[src/rtl/traffic_light_ctrl.sv]
// Two-road traffic light controller.
// A divided slow clock, sampled as ordinary data, paces the light sequence.
// A pending pedestrian request shortens the current green. Night mode
// overrides the normal sequence with a flashing yellow on both roads.
module traffic_light_ctrl #(
  parameter int G_TIME  = 8,
  parameter int Y_TIME  = 2,
  parameter int AR_TIME = 1
) (
  input  logic       clk_i,
  input  logic       rst_i,
  input  logic       slow_clk_i,
  input  logic       ped_req_i,
  input  logic       night_i,
  output logic [2:0] ns_light_o,
  output logic [2:0] ew_light_o,
  output logic [3:0] cnt_o,
  output logic [2:0] state_o
);

  typedef enum logic [2:0] {
    NS_G  = 3'd0,
    NS_Y  = 3'd1,
    AR1   = 3'd2,
    EW_G  = 3'd3,
    EW_Y  = 3'd4,
    AR2   = 3'd5,
    FLASH = 3'd6
  } state_t;

  // Lamp encodings, {R,Y,G}.
  localparam logic [2:0] LAMP_R   = 3'b100;
  localparam logic [2:0] LAMP_Y   = 3'b010;
  localparam logic [2:0] LAMP_G   = 3'b001;
  localparam logic [2:0] LAMP_OFF = 3'b000;

  localparam logic [3:0] G_CNT  = 4'(G_TIME);
  localparam logic [3:0] Y_CNT  = 4'(Y_TIME);
  localparam logic [3:0] AR_CNT = 4'(AR_TIME);

  // Synchronizers, edge detect and tick arming.
  logic [1:0] slow_sync;
  logic [1:0] ped_sync;
  logic [1:0] night_sync;
  logic       slow_prev;
  logic [1:0] sample_vld;
  logic       armed;
  logic       tick;
  logic       ped_s;
  logic       night_s;

  // FSM state and its next-state values.
  state_t     state_q, state_n;
  logic [3:0] cnt_q, cnt_n;
  logic       ped_pend_q, ped_pend_n;
  logic       phase_q, phase_n;

  // Synchronize the asynchronous inputs and build the tick pulse.
  // sample_vld marks when slow_sync[1] holds a real sample rather than its
  // reset value; only then can a low level arm the edge detector, so a
  // slow clock already high at reset release does not produce a tick.
  // NOTE: clocked blocks use non-blocking assignments so every flop samples
  // the pre-edge value of its neighbours; blocking here would collapse the
  // synchronizer chain into a single flop.
  always_ff @(posedge clk_i or posedge rst_i) begin
    if (rst_i) begin
      slow_sync  <= 2'b00;
      ped_sync   <= 2'b00;
      night_sync <= 2'b00;
      slow_prev  <= 1'b0;
      sample_vld <= 2'b00;
      armed      <= 1'b0;
    end else begin
      slow_sync  <= {slow_sync[0], slow_clk_i};
      ped_sync   <= {ped_sync[0], ped_req_i};
      night_sync <= {night_sync[0], night_i};
      slow_prev  <= slow_sync[1];
      sample_vld <= {sample_vld[0], 1'b1};
      armed      <= armed | (sample_vld[1] & ~slow_sync[1]);
    end
  end

  assign tick    = slow_sync[1] & ~slow_prev & armed;
  assign ped_s   = ped_sync[1];
  assign night_s = night_sync[1];

  // Duration loaded on entry to each timed state.
  function automatic logic [3:0] dur(input state_t s);
    case (s)
      NS_G, EW_G: dur = G_CNT;
      NS_Y, EW_Y: dur = Y_CNT;
      default:    dur = AR_CNT;
    endcase
  endfunction

  // Successor in the normal six-state cycle.
  function automatic state_t next_of(input state_t s);
    case (s)
      NS_G:    next_of = NS_Y;
      NS_Y:    next_of = AR1;
      AR1:     next_of = EW_G;
      EW_G:    next_of = EW_Y;
      EW_Y:    next_of = AR2;
      default: next_of = NS_G;
    endcase
  endfunction

  // FSM state register.
  always_ff @(posedge clk_i or posedge rst_i) begin
    if (rst_i) begin
      state_q    <= NS_G;
      cnt_q      <= G_CNT;
      ped_pend_q <= 1'b0;
      phase_q    <= 1'b0;
    end else begin
      state_q    <= state_n;
      cnt_q      <= cnt_n;
      ped_pend_q <= ped_pend_n;
      phase_q    <= phase_n;
    end
  end

  // Next-state logic: night mode first, then expiry, then pedestrian
  // shortening, otherwise a plain countdown. Nothing moves without a tick,
  // except recovery from an unused state code.
  always_comb begin
    // NOTE: every signal gets a default before the case so that no path
    // leaves it unassigned, which would otherwise infer a latch.
    state_n = state_q;
    cnt_n   = cnt_q;
    phase_n = phase_q;
    case (state_q)
      NS_G, NS_Y, AR1, EW_G, EW_Y, AR2: begin
        if (tick) begin
          if (night_s) begin
            state_n = FLASH;
            cnt_n   = 4'd0;
            phase_n = 1'b1;
          end else if (cnt_q <= 4'd1) begin
            state_n = next_of(state_q);
            cnt_n   = dur(next_of(state_q));
          end else if ((state_q == NS_G || state_q == EW_G) &&
                       ped_pend_q && cnt_q > 4'd2) begin
            cnt_n = 4'd2;
          end else begin
            cnt_n = cnt_q - 4'd1;
          end
        end
      end
      FLASH: begin
        if (tick) begin
          if (night_s) begin
            phase_n = ~phase_q;
            cnt_n   = 4'd0;
          end else begin
            state_n = AR1;
            cnt_n   = AR_CNT;
          end
        end
      end
      default: begin
        state_n = NS_G;
        cnt_n   = G_CNT;
        phase_n = 1'b0;
      end
    endcase

    // A request arriving in the same cycle as an all-red entry must not be lost.
    ped_pend_n = ped_pend_q;
    if ((state_n == AR1 || state_n == AR2) && state_n != state_q)
      ped_pend_n = 1'b0;
    if (ped_s)
      ped_pend_n = 1'b1;
  end

  // Lamp decode from the current state and flash phase.
  always_comb begin
    ns_light_o = LAMP_R;
    ew_light_o = LAMP_R;
    case (state_q)
      NS_G:  ns_light_o = LAMP_G;
      NS_Y:  ns_light_o = LAMP_Y;
      EW_G:  ew_light_o = LAMP_G;
      EW_Y:  ew_light_o = LAMP_Y;
      FLASH: begin
        ns_light_o = phase_q ? LAMP_Y : LAMP_OFF;
        ew_light_o = phase_q ? LAMP_Y : LAMP_OFF;
      end
      default: ;
    endcase
  end

  assign cnt_o   = cnt_q;
  assign state_o = state_q;

endmodule

[config.mk]
export PLATFORM = sky130hd
export DESIGN_NAME = traffic_light_ctrl
export DESIGN_NICKNAME = d
export VERILOG_FILES = /design/src/rtl/traffic_light_ctrl.sv
export SDC_FILE = /design/constraint.sdc
export NUM_CORES = 1
export LEC_CHECK = 0
export ABC_AREA = 1
export CAP_MARGIN = 20
export CORE_MARGIN = 1.5
export CORE_UTILIZATION = 46
export CTS_CLUSTER_SIZE = 28
export DETAILED_ROUTE_END_ITERATION = 10
export PLACE_DENSITY_LB_ADDON = 0.15
export SLEW_MARGIN = 20
export SYNTH_ARGS = -nofsm -noshare
export SYNTH_HDL_FRONTEND = slang
export SYNTH_SLANG_ARGS = --single-unit
[constraint.sdc]
create_clock -name clk_i -period 1.41 [get_ports clk_i]
set_input_delay 0.141 -clock clk_i [delete_from_list [all_inputs] [get_ports clk_i]]
set_output_delay 0.141 -clock clk_i [all_outputs]
set_load 0.01 [all_outputs]
==> results.toml, run 1 <==
[timing]
timing.hold.ws_ns = 0.103
finalHoldViolations = 0
finalSetupViolCount = 13
setup_slack_ns = -0.200
finalSetupTns_ns = -1.37
grt_setup_unrepaired = "true"
post-route-min-period_ns = 1.61
finalCritPeriodShare_pct = 114
slew_viol_final = 0
fmax_mhz = 621
worst_clock_skew_ns = 0.00622

[critical_path]
critPathBufInv = 2
crit_type = "reg -> out"
r2r-start = "state_o[0]"
cp.required_ns = 1.27
critPathMaxStageDelay_ns = 0.46
start_kind = "flip-flop"
cpMostUsedCell = "nor2_2"
crit_fanout = 4
endpoint_kind = "primary output"
critPathSlowestCell = "dfrtp_2"
path_delay_family = "flip-flops"
arrival_ns = 1.47
critPathLaunch = "state_o[1]"
cp_cell_sequence = "buf_4 -> nor2_2 -> nand2_4 -> nand2_2 -> nor2_2 -> buf_2"

[synth]
ys.flop_type = "dfrtp_1"
syn_avg_cell_area_um2 = 7.49
synth_edf_count = 0
synth.top_cell.area_share_pct = 43.9
yosys_warnings = 0
ys_seq_elements = 19
synth_top_family_by_area = "simple AND/OR/NAND/NOR gates"
synth-simple-area-share_pct = 25.7
synth_mux_area_share_pct = 0
yosysSeqAreaShare_pct = 46.5
synth_compound_gate_area_share_pct = 12.7
synth_xor_area_share_pct = 0.854
synth.distinct_cells = 20
async_flop_share_pct = 100
netlist_instances = 137
synth_top_cell_by_area = "dfrtp_1"
synth_common_cells = "32 x nand2_1, 23 x inv_1, 18 x dfrtp_1"
syn-cell-area_um2 = 1030
ys_top_cells_by_area = "dfrtp_1 44%, nand2_1 12%, inv_1 8.4%"
yosysMostFrequentCell = "nand2_1"
synthAdderAreaFrac_pct = 3.66
syn-num-nets = 145

[die]
start_util_pct = 50.7
die-area_um2 = 2520
io_pins = 18
die_x_um = 50.2
row_count = 16
coreArea_um2 = 2020
die_y_um = 50.2

[placement]
dp_cells = 206
place_congestion = 0.871
portBuffers = 17
hpwl_um = 1980

[clocking]
clk_latency_ns = 0.30
numCtsBuffers = 3
cts.sinks = 19
hold_buffers = 0
clk_path_buf_depth = 2
ctsHtreeMaxLevel = 1
cts_tree = "done"
ctsRootBufferMaster = "clkbuf_4"
clk_pin_slew_worst_paths_ns = 0.11

[layout]
layoutNonFillerInstCount = 221
drive_gt1_share_pct = 47.4
nNetsFinal = 203
syn_to_final_growth_pct = 62.4
diodes = 0
final_core_utilization_pct = 82.4
n_fill_cell = 127

[pwr]
clkPwrFrac_pct = 7.3
p_switching_w = 0.00176
powerDensity_nw_per_um2 = 2280
power.leakage_nw = 0.874
p_int_w = 0.00203
peakVddDrop_uv = 1480
seqPwrFrac_pct = 21.1
switching_share_pct = 46.4
p_comb_share_pct = 71.6

[global_routing]
antenna_found_initial = 0
grt_max_degree = 13
grt_use_total_pct = 24.8
grt_pass1_vias = 1045
grt.overflow.total = 0
grt_pass1_wl_um = 4720

[job]
drv_cap = 0

[routing]
via_count = 1144
dr.pass1.iters = 4
drc = 0
vias_per_cell = 5.18
routed_wl_um = 3150
drtIter0Drc = 36
drtAntennaViolNets = 0
avgRoutedWirePerCell_um = 14.2

[hold_path]
hold_path_class = "in -> async"

[run_status]
run_status = "complete, but fails checks"
violations = "setup timing"
state kept, by name, indices dropped and copies added, names as in the netlist:
register,cells
slow_sync,2
armed,1
state_o,3
ped_pend_q,1
ped_sync,2
phase_q,1
night_sync,2
slow_prev,1
sample_vld,2
cnt_o,4
worst register-to-register path: cells and delay by family, from the launching register on:
family / cells / cell delay [ns]
compound gates: 2 / 0.22
buf+inv: 2 / 0.30
flops: 1 / 0.44
simple gates: 6 / 0.52
cells by family (layout without fill, tap and decap cells):
logic type / after synthesis / after routing
AOI/OAI and AO/OA: 25 / 25
adders and majority gates: 3 / 3
xor gates and xnor gates: 1 / 1
and+or+nand+nor: 62 / 62
DFF: 19 / 19
buffers and inverters: 26 / 83
other: 1 / 1
cell usage in the layout (no fill, tap or decap), types with 6 or more instances in the layout:
master and instances:
nor2_2 9, nand2_1 21, inv_1 17, buf_2 6
buf_4 30, nand2_2 8, dfrtp_1 16, a21oi_1 7
buf_6 7, inv_2 6, nor2_1 8
final timing paths:
| path | to | slack, ns | depth (start not counted) |
|---|---|---|---|
| max | ew_light_o[2] | -0.20 | 6 |
| min | slow_sync[0] | 0.10 | 3 |
| max reg2reg | ped_pend_q | -0.17 | 10 |
| min reg2reg | night_sync[1] | 0.35 | 0 |
| max in group asynchronous | cnt_o[3] | 1.04 | 3 |
| min in group clk_i | ped_sync[0] | 0.28 | 1 |
final cells by class:
| class | count | area [um2] | share of cell area [%] |
|---|---|---|---|
| Timing Repair Buffer | 54 | 437 | 26.2 |
| Clock inverter | 1 | 5.00 | 0.300 |
| Sequential cell | 19 | 479 | 28.8 |
| Multi-Input combinational cell | 92 | 586 | 35.1 |
| Clock buffer | 3 | 22.5 | 1.35 |
| Inverter | 25 | 104 | 6.23 |
| Tap cell | 27 | 33.8 | 2.03 |
routing by layer:
| layer | global-route usage, % | routed length (um) | vias up | part of all wire [%] |
|---|---|---|---|---|
| met5 | 0 | 0 | - | 0 |
| met4 | 6.02 | 137 | 0 | 4.4 |
| met3 | 2.68 | 211 | 14 | 6.7 |
| met2 | 43.0 | 1580 | 62 | 50 |
| met1 | 32.9 | 1210 | 527 | 39 |
| li1 | - | - | 541 | - |
repair_timing:
item                                    CTS  global route
pin swaps                                 3             7
setup buffers                             8             3
resized for setup                        51            32
endpoints found under the setup margin   18            16
power groups by stage:
| stage | logic, W | registers (W) | clock network (W) |
|---|---|---|---|
| global route | 0.00293 | 0.000817 | 0.000302 |
| finish | 0.00272 | 0.000801 | 0.000275 |
| CTS | 0.00231 | 0.000774 | 0.000277 |
| global placement | 0.00209 | 0.000784 | 0 |
| floorplan | 0.00103 | 0.000841 | 0 |
| detailed placement | 0.00215 | 0.000790 | 0 |
through the flow:
stage / setup slack (ns) / area [um2] / power [W]
after CTS: -0.148 / 1570 / 0.00336
after global placement: -0.123 / 1450 / 0.00288
after detailed placement: -0.195 / 1450 / 0.00294
after floorplan: -0.0614 / 1070 / 0.00187
final: -0.200 / 1670 / 0.00379
after global routing: -0.250 / 1670 / 0.00405
No activity file was read; power rests on OpenSTA's default activity.
==> run 2, diff against run 1 <==
--- a/config.mk
+++ b/config.mk
@@ -16,3 +16,4 @@
 export SYNTH_ARGS = -nofsm -noshare
 export SYNTH_HDL_FRONTEND = slang
 export SYNTH_SLANG_ARGS = --single-unit
+export TNS_END_PERCENT = 10
==> run 2 against run 1 <==
Net effect:
- the flow still finishes with violations (setup timing)
- global-route usage shrank 0.51 points
- first-iteration DRC count down 69%
- worst setup slack improved by 0.030 ns
- final cell count is 2.3% lower
- clock power hardly changed
- sequential share of layout area is 1.5 points higher
- register-to-register slack about the same
- core utilization is 4.0 points lower
- combinational power is 11% lower
- count of clock-buffer cells in the layout is the same
- largest cell class unchanged
- highest routed layer unchanged
==> results.toml, run 2 (same netlist as run 1, synthesis figures left out) <==
[routing]
dr.pass1.iters = 4
drtAntennaViolNets = 0
via_count = 1083
avgRoutedWirePerCell_um = 12.8
vias_per_cell = 5.01
drc = 0
drtIter0Drc = 11
routed_wl_um = 2770

[pwr]
power.leakage_nw = 0.838
p_total_w = 0.00349
powerDensity_nw_per_um2 = 2200
peakVddDrop_uv = 1460

[die]
row_count = 16
coreArea_um2 = 2020
io_pins = 18
die-area_um2 = 2520
die_x_um = 50.2
start_util_pct = 50.7
die_y_um = 50.2

[critical_path]
regToRegSetupSlack_ns = -0.17
crit_type = "reg -> reg"
r2r-start = "cnt_o[0]"
start_kind = "flip-flop"
ff2ff_path_depth = 13
r2r-end = "ped_pend_q"
endpoint_kind = "flip-flop"
cp.required_ns = 1.60
arrival_ns = 1.77
crit_fanout = 6

[clocking]
hold_buffers = 0
cts_tree = "done"
clk_latency_ns = 0.29
clk_path_buf_depth = 2
clk_pin_slew_worst_paths_ns = 0.11
ctsRootBufferMaster = "clkbuf_4"
ctsHtreeMaxLevel = 1
numCtsBuffers = 3
cts.sinks = 19

[layout]
diodes = 0
final_core_utilization_pct = 78.5
largest_reg_flops = 4
final_cell_mix = "30 x buf_4, 23 x nand2_1, 17 x inv_1"
layoutNonFillerInstCount = 216
layout_commonest_cell = "buf_4"
n_fill_cell = 145
drive_gt1_share_pct = 42.3
nNetsFinal = 198
syn_to_final_growth_pct = 54.6

[timing]
finalCritPeriodShare_pct = 112
setup_slack_ns = -0.170
slew_viol_final = 0
finalSetupTns_ns = -0.879
finalSetupViolCount = 11
grt_setup_unrepaired = "true"
timing.hold.ws_ns = 0.105
fmax_mhz = 633
post-route-min-period_ns = 1.58
finalHoldViolations = 0
worst_clock_skew_ns = 0.00704

[job]
drv_cap = 0

[global_routing]
antenna_found_initial = 0
grt_max_degree = 13
grt_use_total_pct = 24.3
grt_pass1_wl_um = 4660
use_met1_pct = 31.2
grt_busiest_layer = "met2"
grt.met2_usage_pct = 42.8
grtUsageMet3_pct = 2.98
grt.overflow.total = 0
grt_pass1_vias = 1050

[placement]
portBuffers = 17
place_congestion = 0.871
dp_cells = 206
hpwl_um = 1980

[run_status]
run_status = "complete, but fails checks"
violations = "setup timing"

[hold_path]
hold_path_class = "in -> async"
-- run 2: cell count changes in the layout (fill, tap and decap cells not counted), sizes merged --
| cell | before | now |
|---|---|---|
| dlygate4sd2 | 4 | 5 |
| buf | 43 | 37 |
-- run 2: critical path, stage by stage (launching register included) --
cell     delay (ns)
dfrtp_2        0.46
inv_4          0.09
ha_4           0.13
inv_2          0.03
nand2_2        0.07
nand2_4        0.09
nand2_2        0.07
nand2_2        0.06
nand2_2        0.08
nand2_2        0.07
a21oi_2        0.12
nand3_1        0.09
nand2_1        0.06
nand2_1        0.04
-- run 2: how the worst max path moves through the flow --
stage / start / cells past startpoint / slack, ns / endpoint
final: cnt_o[0] / 13 / -0.17 / ped_pend_q
after global routing: state_o[0] / 7 / -0.24 / ns_light_o[2]
after CTS: cnt_o[0] / 13 / -0.15 / ped_pend_q
after detailed placement: cnt_o[0] / 13 / -0.19 / ped_pend_q
after global placement: cnt_o[0] / 12 / -0.12 / ped_pend_q
after floorplan: cnt_o[1] / 12 / -0.06 / ped_pend_q
-- run 2: area by class of cell --
class,instances,area (um2),area share (%)
Clock buffer,3,22.5,1.42
Clock inverter,1,5.00,0.315
Inverter,25,104,6.55
Multi-Input combinational cell,92,557,35.1
Sequential cell,19,479,30.2
Tap cell,27,33.8,2.13
Timing Repair Buffer,49,385,24.3
-- run 2: metrics by stage --
step | setup slack, ns | instance area, um2
2_1_floorplan | -0.0614 | 1070
3_3_place_gp | -0.123 | 1450
3_5_place_dp | -0.195 | 1450
4_1_cts | -0.148 | 1540
5_1_grt | -0.240 | 1590
6_report | -0.170 | 1590
-- run 2: report_power, final --
part | internal [W] | switching [W] | leakage [nW]
sequential | 0.000677 | 0.000113 | 0.216
clock | 0.000105 | 0.000167 | 0.0177
combinational | 0.00110 | 0.00132 | 0.604
total | 0.00188 | 0.00160 | 0.838
-- run 2: repair_timing --
action	in CTS	in global routing
resized for setup	40	23
endpoints found under the setup margin	18	17
buffers inserted	6	0
pin swaps	2	4
hold endpoints to repair	0	0
-- run 2: metal layers --
layer | up-vias | wire length, um
li1 | 532 | -
met2 | 42 | 1410
met1 | 501 | 1140
met3 | 8 | 168
met4 | 0 | 53
met5 | - | 0
==> variant, RTL diff (config.mk and constraints of run 1) <==
Add an input register stage for `ped_req_i` and `night_i`, with the module's reset; this delays them by one clock.
--- a/src/rtl/traffic_light_ctrl.sv
+++ b/src/rtl/traffic_light_ctrl.sv
@@ -38,6 +38,19 @@
   localparam logic [3:0] Y_CNT  = 4'(Y_TIME);
   localparam logic [3:0] AR_CNT = 4'(AR_TIME);
 
+  logic ped_req_q;
+  logic night_q;
+
+  always_ff @(posedge clk_i or posedge rst_i) begin
+    if (rst_i) begin
+      ped_req_q <= '0;
+      night_q   <= '0;
+    end else begin
+      ped_req_q <= ped_req_i;
+      night_q   <= night_i;
+    end
+  end
+
   // Synchronizers, edge detect and tick arming.
   logic [1:0] slow_sync;
   logic [1:0] ped_sync;
@@ -72,8 +85,8 @@
       armed      <= 1'b0;
     end else begin
       slow_sync  <= {slow_sync[0], slow_clk_i};
-      ped_sync   <= {ped_sync[0], ped_req_i};
-      night_sync <= {night_sync[0], night_i};
+      ped_sync   <= {ped_sync[0], ped_req_q};
+      night_sync <= {night_sync[0], night_q};
       slow_prev  <= slow_sync[1];
       sample_vld <= {sample_vld[0], 1'b1};
       armed      <= armed | (sample_vld[1] & ~slow_sync[1]);
Formal check against the unedited RTL: not equivalent (a bounded check fails within 10 cycles, from zero or initial values and one cycle with rst_i high).
==> variant against run 1 <==
The flow still finishes with violations (negative setup slack). Design area rose by 9.2%. Hold slack gained 0.062 ns. Total power rose by 2.9%. Critical endpoint is now ped_pend_q. Utilization down 0.97 points. Setup slack better by 0.017 ns. Routed wire length increased by 15%. Synthesized area rose by 6.7%. Largest power group unchanged. Highest routed layer unchanged. Sequential cell count increased by 2. Die area grew 6.3%.
==> variant: results <==
export IMPL_outcome="finished with violations"
export IMPL_violations="negative setup slack"
export IMPL_grt_start_max_net_pins=22
export IMPL_postLayoutSetupSlackWorst_ns=-0.183
export IMPL_place_inst=201
export IMPL_gp_congestion=0.894
export IMPL_critPathMaxStageDelay_ns=0.41
export IMPL_cts_resized_gates=50
export IMPL_synthTopCellsByCount="nand2_1 (31), dfrtp_1 (20), inv_1 (17), nand3_1 (10), nor2_1 (10)"
export IMPL_antennaDiodeCount=0
export IMPL_dr_first_iter_drc_count=41
export IMPL_hpwl_um=1910
export IMPL_use_met2_pct=41.2
export IMPL_gr_usage_met3_pct=3.45
export IMPL_final_setup_skew_ns=0.00193
export IMPL_postPlaceCellArea_um2=1500
export IMPL_synthDistinctLibCells=25
export IMPL_p_seq_w=0.000877
export IMPL_track_usage_pct=24.0
export IMPL_synth_compound_area_share_pct=9.37
export IMPL_syn_avg_cell_area_um2=8.17
export IMPL_routed_wl_um=3610
export IMPL_largest_register_ffs=4
export IMPL_p_leak_nw=0.892
export IMPL_setup_tns_final_ns=-0.676
export IMPL_crit_start="cnt_o[1]"
export IMPL_synth_seq_area_share_pct=48.1
export IMPL_place_ws_ns=-0.150
export IMPL_viasPerCell=5.42
export IMPL_drive_gt1_share_pct=57.9
export IMPL_vias=1182
export IMPL_setup_viol=9
export IMPL_grt_pass1_wl_um=4660
export IMPL_ir_worst_vdd_v=0.00164
export IMPL_cts_buffers_inserted=3
export IMPL_crit_family="simple AND/OR/NAND/NOR gates"
export IMPL_critical_path_slowest_cell="dfrtp_1"
export IMPL_synth_area_leaders="dfrtp_1 (46%), nand2_1 (11%), inv_1 (5.8%)"
export IMPL_wl_met3_um=198
export IMPL_pwr_share_comb_pct=70.7
export IMPL_swShare_pct=46.9
export IMPL_hold_slack_ns=0.164
export IMPL_worstPathArrival_ns=1.78
export IMPL_cts_setup_buffers=10
export IMPL_syn_num_nets=142
export IMPL_synth_xor_area_share_pct=0.800
export IMPL_grt_pass1_vias=1079
export IMPL_path_max_fanout=3
variant: cell types whose count changed after synthesis, moves of 2 or more:
cell,before,now
nand3_1,8,10
o21ai_1,0,2
o21ai_0,11,5
a21oi_1,12,6
nand2_2,0,5
inv_2,2,4
nor2_2,3,5
inv_1,23,17
dfrtp_1,18,20
nor2_1,15,10
nand3_2,0,3
variant: tightest hold or removal path: cells and delay by family:
kind	cells	cell delay, ns
buf+inv	3	0.70
variant: cells by family after synthesis:
logic type,count (synthesis)
buf+inv,22
flops,21
fa+ha+maj,3
xor+xnor,1
other cells,1
simple gates,68
compound gates,18
variant: layout make-up:
| type | instances | area (um^2) |
|---|---|---|
| multi-input cells | 91 | 716 |
| flip-flops and latches | 21 | 531 |
| repair buffers | 53 | 428 |
| fillers | 127 | 414 |
| inverters | 21 | 83.8 |
| well taps | 28 | 35.0 |
| clock buffers | 4 | 26.3 |
